**src/rtl/mem_ctrl_pkg.sv**
```systemverilog
// Shared encodings for the RAM arbiter: access sizes, grant ids, FSM states.
// Pure definitions; no timing or flow-control behaviour of its own.
package mem_ctrl_pkg;

    localparam logic [1:0] SIZE_BYTE = 2'd0;
    localparam logic [1:0] SIZE_HALF = 2'd1;
    localparam logic [1:0] SIZE_WORD = 2'd2;
    localparam logic [1:0] SIZE_BAD  = 2'd3;

    localparam logic PORT_D = 1'b0;
    localparam logic PORT_I = 1'b1;

    typedef enum logic [2:0] {
        ST_IDLE,
        ST_SETUP,
        ST_STROBE,
        ST_DONE,
        ST_REJECT
    } state_t;

    function automatic logic [2:0] size_bytes(input logic [1:0] size);
        case (size)
            SIZE_BYTE: size_bytes = 3'd1;
            SIZE_HALF: size_bytes = 3'd2;
            default:   size_bytes = 3'd4;
        endcase
    endfunction

endpackage

```
**src/rtl/mem_access_check.sv**
```systemverilog
// Combinational legality check of one RAM access: size code, natural alignment, in-range.
// Zero latency; no flow control.
module mem_access_check
    import mem_ctrl_pkg::*;
#(
    parameter int DATA_WIDTH = 32,
    parameter int MEM_BYTES  = 512
) (
    input  logic [DATA_WIDTH-1:0] addr,
    input  logic [1:0]            size,
    output logic                  ok
);

    logic [DATA_WIDTH:0] last_byte;
    logic                aligned;

    always_comb begin
        // One extra bit so an access near the top of the address space cannot wrap into range.
        last_byte = {1'b0, addr} + {{(DATA_WIDTH-2){1'b0}}, size_bytes(size)}
                    - (DATA_WIDTH+1)'(1);
        case (size)
            SIZE_BYTE: aligned = 1'b1;
            SIZE_HALF: aligned = ~addr[0];
            SIZE_WORD: aligned = (addr[1:0] == 2'b00);
            default:   aligned = 1'b0;
        endcase
        ok = aligned && (last_byte < (DATA_WIDTH+1)'(MEM_BYTES));
    end

endmodule

```
**src/rtl/mem_arbiter_ctrl.sv**
```systemverilog
// Round-robin shares one RAM between fetch (I) and load/store (D); ack 2+STROBE_CYCLES cycles after grant, reject ack after 2.
// Requesters hold req and fields until their one-cycle ack; a new grant is only taken in IDLE.
module mem_arbiter_ctrl
    import mem_ctrl_pkg::*;
#(
    parameter int DATA_WIDTH    = 32,
    parameter int MEM_BYTES     = 512,
    parameter int STROBE_CYCLES = 1,
    parameter int FIRST_GRANT   = 0
) (
    input  logic                  clk,
    input  logic                  resetN,
    input  logic                  iReq,
    input  logic [DATA_WIDTH-1:0] iAddr,
    output logic                  iAck,
    output logic                  iErr,
    output logic [DATA_WIDTH-1:0] iRdata,
    input  logic                  dReq,
    input  logic                  dWe,
    input  logic [1:0]            dSize,
    input  logic                  dSigned,
    input  logic [DATA_WIDTH-1:0] dAddr,
    input  logic [DATA_WIDTH-1:0] dWdata,
    output logic                  dAck,
    output logic                  dErr,
    output logic [DATA_WIDTH-1:0] dRdata,
    output logic                  memWrite,
    output logic                  memRead,
    output logic [1:0]            sizeSignal,
    output logic [DATA_WIDTH-1:0] address,
    output logic [DATA_WIDTH-1:0] writeData,
    input  logic [DATA_WIDTH-1:0] readData,
    output logic                  busy
);

    localparam logic [3:0] STROBE_LAST = 4'(STROBE_CYCLES);

    state_t                state;
    logic                  last_grant;
    logic                  gnt;
    logic                  we_q;
    logic                  signed_q;
    logic [1:0]            size_q;
    logic [DATA_WIDTH-1:0] addr_q;
    logic [DATA_WIDTH-1:0] wdata_q;
    logic [3:0]            cnt;

    logic                  ok;
    logic                  pick_i;
    logic                  bus_on;
    logic [DATA_WIDTH-1:0] load_data;

    mem_access_check #(
        .DATA_WIDTH (DATA_WIDTH),
        .MEM_BYTES  (MEM_BYTES)
    ) u_check (
        .addr (addr_q),
        .size (size_q),
        .ok   (ok)
    );

    // On a tie, the port that did not win last time goes next.
    always_comb begin
        pick_i = iReq;
        if (iReq && dReq) begin
            pick_i = (last_grant == PORT_D);
        end
    end

    always_comb begin
        load_data = readData;
        case (size_q)
            SIZE_BYTE: load_data = signed_q ? {{(DATA_WIDTH-8){readData[7]}}, readData[7:0]}
                                            : {{(DATA_WIDTH-8){1'b0}}, readData[7:0]};
            SIZE_HALF: load_data = signed_q ? {{(DATA_WIDTH-16){readData[15]}}, readData[15:0]}
                                            : {{(DATA_WIDTH-16){1'b0}}, readData[15:0]};
            default:   load_data = readData;
        endcase
    end

    // Rejected accesses never put their address on the RAM bus.
    assign bus_on     = ((state == ST_SETUP) && ok) || (state == ST_STROBE) || (state == ST_DONE);
    assign address    = bus_on ? addr_q  : '0;
    assign writeData  = bus_on ? wdata_q : '0;
    assign sizeSignal = bus_on ? size_q  : 2'b00;
    assign busy       = (state != ST_IDLE);

    always_ff @(posedge clk) begin
        if (!resetN) begin
            state      <= ST_IDLE;
            last_grant <= (FIRST_GRANT != 0) ? PORT_D : PORT_I;
            gnt        <= PORT_D;
            we_q       <= 1'b0;
            signed_q   <= 1'b0;
            size_q     <= SIZE_BYTE;
            addr_q     <= '0;
            wdata_q    <= '0;
            cnt        <= 4'd0;
            memRead    <= 1'b0;
            memWrite   <= 1'b0;
            iAck       <= 1'b0;
            iErr       <= 1'b0;
            iRdata     <= '0;
            dAck       <= 1'b0;
            dErr       <= 1'b0;
            dRdata     <= '0;
        end else begin
            case (state)
                ST_IDLE: begin
                    if (iReq || dReq) begin
                        gnt        <= pick_i ? PORT_I : PORT_D;
                        last_grant <= pick_i ? PORT_I : PORT_D;
                        addr_q     <= pick_i ? iAddr : dAddr;
                        size_q     <= pick_i ? SIZE_WORD : dSize;
                        we_q       <= !pick_i && dWe;
                        signed_q   <= !pick_i && dSigned;
                        wdata_q    <= pick_i ? '0 : dWdata;
                        state      <= ST_SETUP;
                    end
                end
                ST_SETUP: begin
                    if (ok) begin
                        state    <= ST_STROBE;
                        memRead  <= !we_q;
                        memWrite <= we_q;
                        cnt      <= 4'd1;
                    end else begin
                        state <= ST_REJECT;
                        iAck  <= (gnt == PORT_I);
                        iErr  <= (gnt == PORT_I);
                        dAck  <= (gnt == PORT_D);
                        dErr  <= (gnt == PORT_D);
                    end
                end
                ST_STROBE: begin
                    if (cnt == STROBE_LAST) begin
                        state    <= ST_DONE;
                        memRead  <= 1'b0;
                        memWrite <= 1'b0;
                        cnt      <= 4'd0;
                        iAck     <= (gnt == PORT_I);
                        dAck     <= (gnt == PORT_D);
                        if (gnt == PORT_I) begin
                            iRdata <= load_data;
                        end else begin
                            dRdata <= we_q ? '0 : load_data;
                        end
                    end else begin
                        cnt <= cnt + 4'd1;
                    end
                end
                ST_DONE, ST_REJECT: begin
                    state  <= ST_IDLE;
                    iAck   <= 1'b0;
                    iErr   <= 1'b0;
                    iRdata <= '0;
                    dAck   <= 1'b0;
                    dErr   <= 1'b0;
                    dRdata <= '0;
                end
                default: state <= ST_IDLE;
            endcase
        end
    end

endmodule

```
**config.mk**
```make
export PLATFORM = sky130hd
export DESIGN_NAME = mem_arbiter_ctrl
export DESIGN_NICKNAME = d
export VERILOG_FILES = /design/src/rtl/mem_ctrl_pkg.sv /design/src/rtl/mem_access_check.sv /design/src/rtl/mem_arbiter_ctrl.sv
export SDC_FILE = /design/constraint.sdc
export NUM_CORES = 1
export LEC_CHECK = 0
export CORE_AREA = 2 2 165 167
export CTS_BUF_LIST = sky130_fd_sc_hd__clkbuf_16
export DETAILED_ROUTE_END_ITERATION = 16
export DIE_AREA = 0 0 167 169
export PLACE_DENSITY_LB_ADDON = 0.2
export SLEW_MARGIN = 20
export SYNTH_ARGS = -nofsm -noshare
export SYNTH_HDL_FRONTEND = slang
export SYNTH_SLANG_ARGS = --single-unit
```
**constraint.sdc**
```tcl
create_clock -name clk -period 11.18 [get_ports clk]
set_input_delay 1.677 -clock clk [delete_from_list [all_inputs] [get_ports clk]]
set_output_delay 1.677 -clock clk [all_outputs]
set_load 0.02 [all_outputs]
```
==> impl_metrics.ini <==
[power_and_ir_drop]
pwr-share-clk_pct = 31.9
switching_share_pct = 39.68
p_leak_nw = 4.425
p_sw_mw = 0.7496
pwr-share-seq_pct = 31.7
internal_power_mw = 1.140
power_density_mw_per_mm2 = 150.2
p_total_mw = 1.889
irDropWorstVdd_v = 0.00007820
power_frac_comb_pct = 36.4

[clock_network]
numCtsBuffers = 17
clkTransAtPathRegs_ns = 0.07
cts_tree = done
insertion_delay_ns = 0.43
post_cts_buffers = 0
htreeDepth = 4
clockBufferDepth = 2
cts_hold_buf = 0
root_buffer = clkbuf_16
cts_resized = 0
numClockSinks = 147

[setup_path]
startpoint = size_q[1]
cp_top_family = buffers and inverters
worst-path-stages = 16
r2r_start = size_q[1]
worst-path-buf-inv = 4
r2r_end = cnt[3]
regToRegSetupSlack_ns = 6.11
critical_path_class = flop to primary output
critPathCaptureType = primary output
slowest_stage = dfxtp_1
cp_data_required_time_ns = 9.50
reg2regPathDepth = 14
startpoint_type = flop
cp_cell_sequence = inv_1 > ha_1 > inv_1 > ha_1 > a21o_1 > a21oi_1 > a211oi_2 > o2111a_1 > a2111oi_2 > nand3_1 > or4_1 > nor4_4 > a21oi_4 > buf_4 > nor3b_2 > clkdlybuf4s50_1
max_stage_delay_ns = 0.89
crit_end = writeData[30]
path_max_fanout = 43
cp.arrival_ns = 6.63

[grt]
grt-ovfl-total = 0
grt_pass1_wl_um = 52830
antenna_found_initial = 1
grt_max_degree = 84
grt_util_all_layers_pct = 23.24
grt_pass1_vias = 9482

[routing]
drtAntennaViolNets = 0
num_vias = 9895
avgRoutedWirePerCell_um = 18.97
via_per_inst = 5.556
drc_errors = 0
dr.first_iter.drc_count = 667
dr.pass1.iters = 7
wl_um = 33780

[logic_synthesis]
ys_async_sr_fraction_pct = 0
syn_inst = 1227
ys_warn_count = 0
synthTopCellsByArea = dfxtp_1 32%, nand2_1 7.5%, a21oi_1 6.0%
synth.avg_cell_area_um2 = 7.452
synth_ff_type = dfxtp_1
ys_seq_area_share_pct = 32.18
synth_seq_cells = 147
synth.cell_area_mm2 = 0.009144
synth_top_area_cell = dfxtp_1
synth_nets = 1397
synth_most_common_cell = nand2_1
yosysTopAreaCellShare_pct = 32.18
ys_types = 74
synth_edf_count = 0
ys_top_cells_by_count = 183 x nand2_1, 147 x dfxtp_1, 140 x nor2_1, 110 x a21oi_1, 80 x clkbuf_1

[timing]
slew_headroom_pct = 26.92
hold_slack_ns = 0.4516
hold_violations = 0
finalSetupViolCount = 0
rsz0062_at_grt = no
timing.final.crit_share_pct = 74.30
worstMarginPinSlew_ns = 1.069
slew_viol_final = 0
min_period_ns = 8.306
max_freq_ghz = 0.1204
finalSetupTns_ns = 0
skew_ns = 0.01454

[floorplan]
die-area_mm2 = 0.02822
chipWidth_um = 167
fp-row-count = 60
dieHeight_um = 169
core-area_mm2 = 0.02650
io_pins = 273
initial_utilization_pct = 34.50

[finish]
fill_cells = 2635
insertedDiodeCount = 0
layout-drive-gt1-share_pct = 7.500
nets = 1597
final_cells = 1781
area_growth_pct = 37.59

[hold_path]
holdCritPathClass = flop to flop

[placed_design]
dp_hpwl_um = 24910
globalplace.congestion = 0.9746
io_buffers = 272
dp.cells = 1749

[run]
max_cap_violations = 0

[status]
outcome = complete, no violations
[registers in the layout, summed over array words and instances, names as in the netlist]
signal	flops
memRead	1
iAck	1
size_q	2
dAck	1
wdata_q	32
iRdata	32
dRdata	32
gnt	1
iErr	1
addr_q	32
memWrite	1
last_grant	1
we_q	1
dErr	1
signed_q	1
cnt	4
state	3
[metal layers]
layer / global-route usage [%] / share of wire [%] / routed length (µm) / vias to the layer above
li1: - / - / - / 4816
met1: 30.78 / 44 / 14990 / 4655
met2: 37.70 / 46 / 15650 / 364
met3: 5.495 / 6.9 / 2334 / 58
met4: 6.822 / 2.4 / 804 / 2
met5: 0 / 0.038 / 13 / -
[worst min-delay path by stage]
stage	startpoint	slack (ns)	depth (start not counted)	endpoint
global route	wdata_q[5]	0.47	2	wdata_q[5]
global placement	wdata_q[30]	0.44	2	wdata_q[30]
finish	wdata_q[25]	0.45	2	wdata_q[25]
floorplan	wdata_q[24]	0.43	2	wdata_q[24]
CTS	wdata_q[8]	0.45	2	wdata_q[8]
detailed placement	wdata_q[8]	0.44	2	wdata_q[8]
[per-stage QoR]
step                      utilization (%)  instance area (µm²)  worst slack (ns)
after CTS                           47.47                12580             2.898
final                               47.47                12580             2.874
after global routing                47.47                12580             2.489
after detailed placement            45.16                11970             3.359
after floorplan                         -                 9144             5.132
after global placement              45.16                11970             3.534
[power groups by stage]
stage | Sequential, mW | Clock, mW | Combinational, mW
3_3_place_gp | 0.610 | 0 | 0.680
2_1_floorplan | 0.592 | 0 | 0.476
4_1_cts | 0.598 | 0.614 | 0.678
5_1_grt | 0.603 | 0.635 | 0.753
3_5_place_dp | 0.610 | 0 | 0.675
6_report | 0.598 | 0.602 | 0.689
[cell usage in the layout (no fill, tap or decap), types with 9 or more instances in the layout]
cell type        synthesis  final
a22oi_1                 24     24
inv_1                   47     46
nand2b_1                12     12
buf_4                    3      9
a21oi_1                110    110
dfxtp_1                147    146
o21ai_0                 26     26
ha_1                    34     34
a31oi_1                 13     13
nand3_1                 70     70
clkbuf_16                0     17
nor3_2                  32     32
a311oi_1                32     32
nand4_1                 18     18
nand2_1                183    182
nor3b_1                 28     28
a211oi_1                17     17
nor3_1                  28     28
nor2_1                 140    138
clkdlybuf4s50_1          0    272
o211ai_1                17     17
a2111oi_0               11     11
[area by class of cell]
| cell class | instances | area (µm²) | share of cell area (%) |
|---|---|---|---|
| Timing Repair Buffer | 281 | 2790 | 22.18 |
| Clock inverter | 15 | 188.9 | 1.502 |
| Tap cell | 341 | 426.7 | 3.391 |
| Inverter | 47 | 178.9 | 1.422 |
| Sequential cell | 147 | 2947 | 23.42 |
| Clock buffer | 17 | 425.4 | 3.381 |
| Multi-Input combinational cell | 933 | 5624 | 44.70 |
[kinds of logic after synthesis]
family,Yosys count,share of synthesized area (%)
flops,147,32.18
buf+inv,147,6.527
fa+ha+maj,34,4.652
simple gates,559,30.90
xor+xnor,6,0.5748
mux,9,1.040
compound gates,325,24.12
[tightest hold or removal path, cell delays in order (launching register included)]
cell and delay, ns:
dfxtp_1 0.31, nand2_1 0.05, a21oi_1 0.05
(Power assumes the default switching activity.)
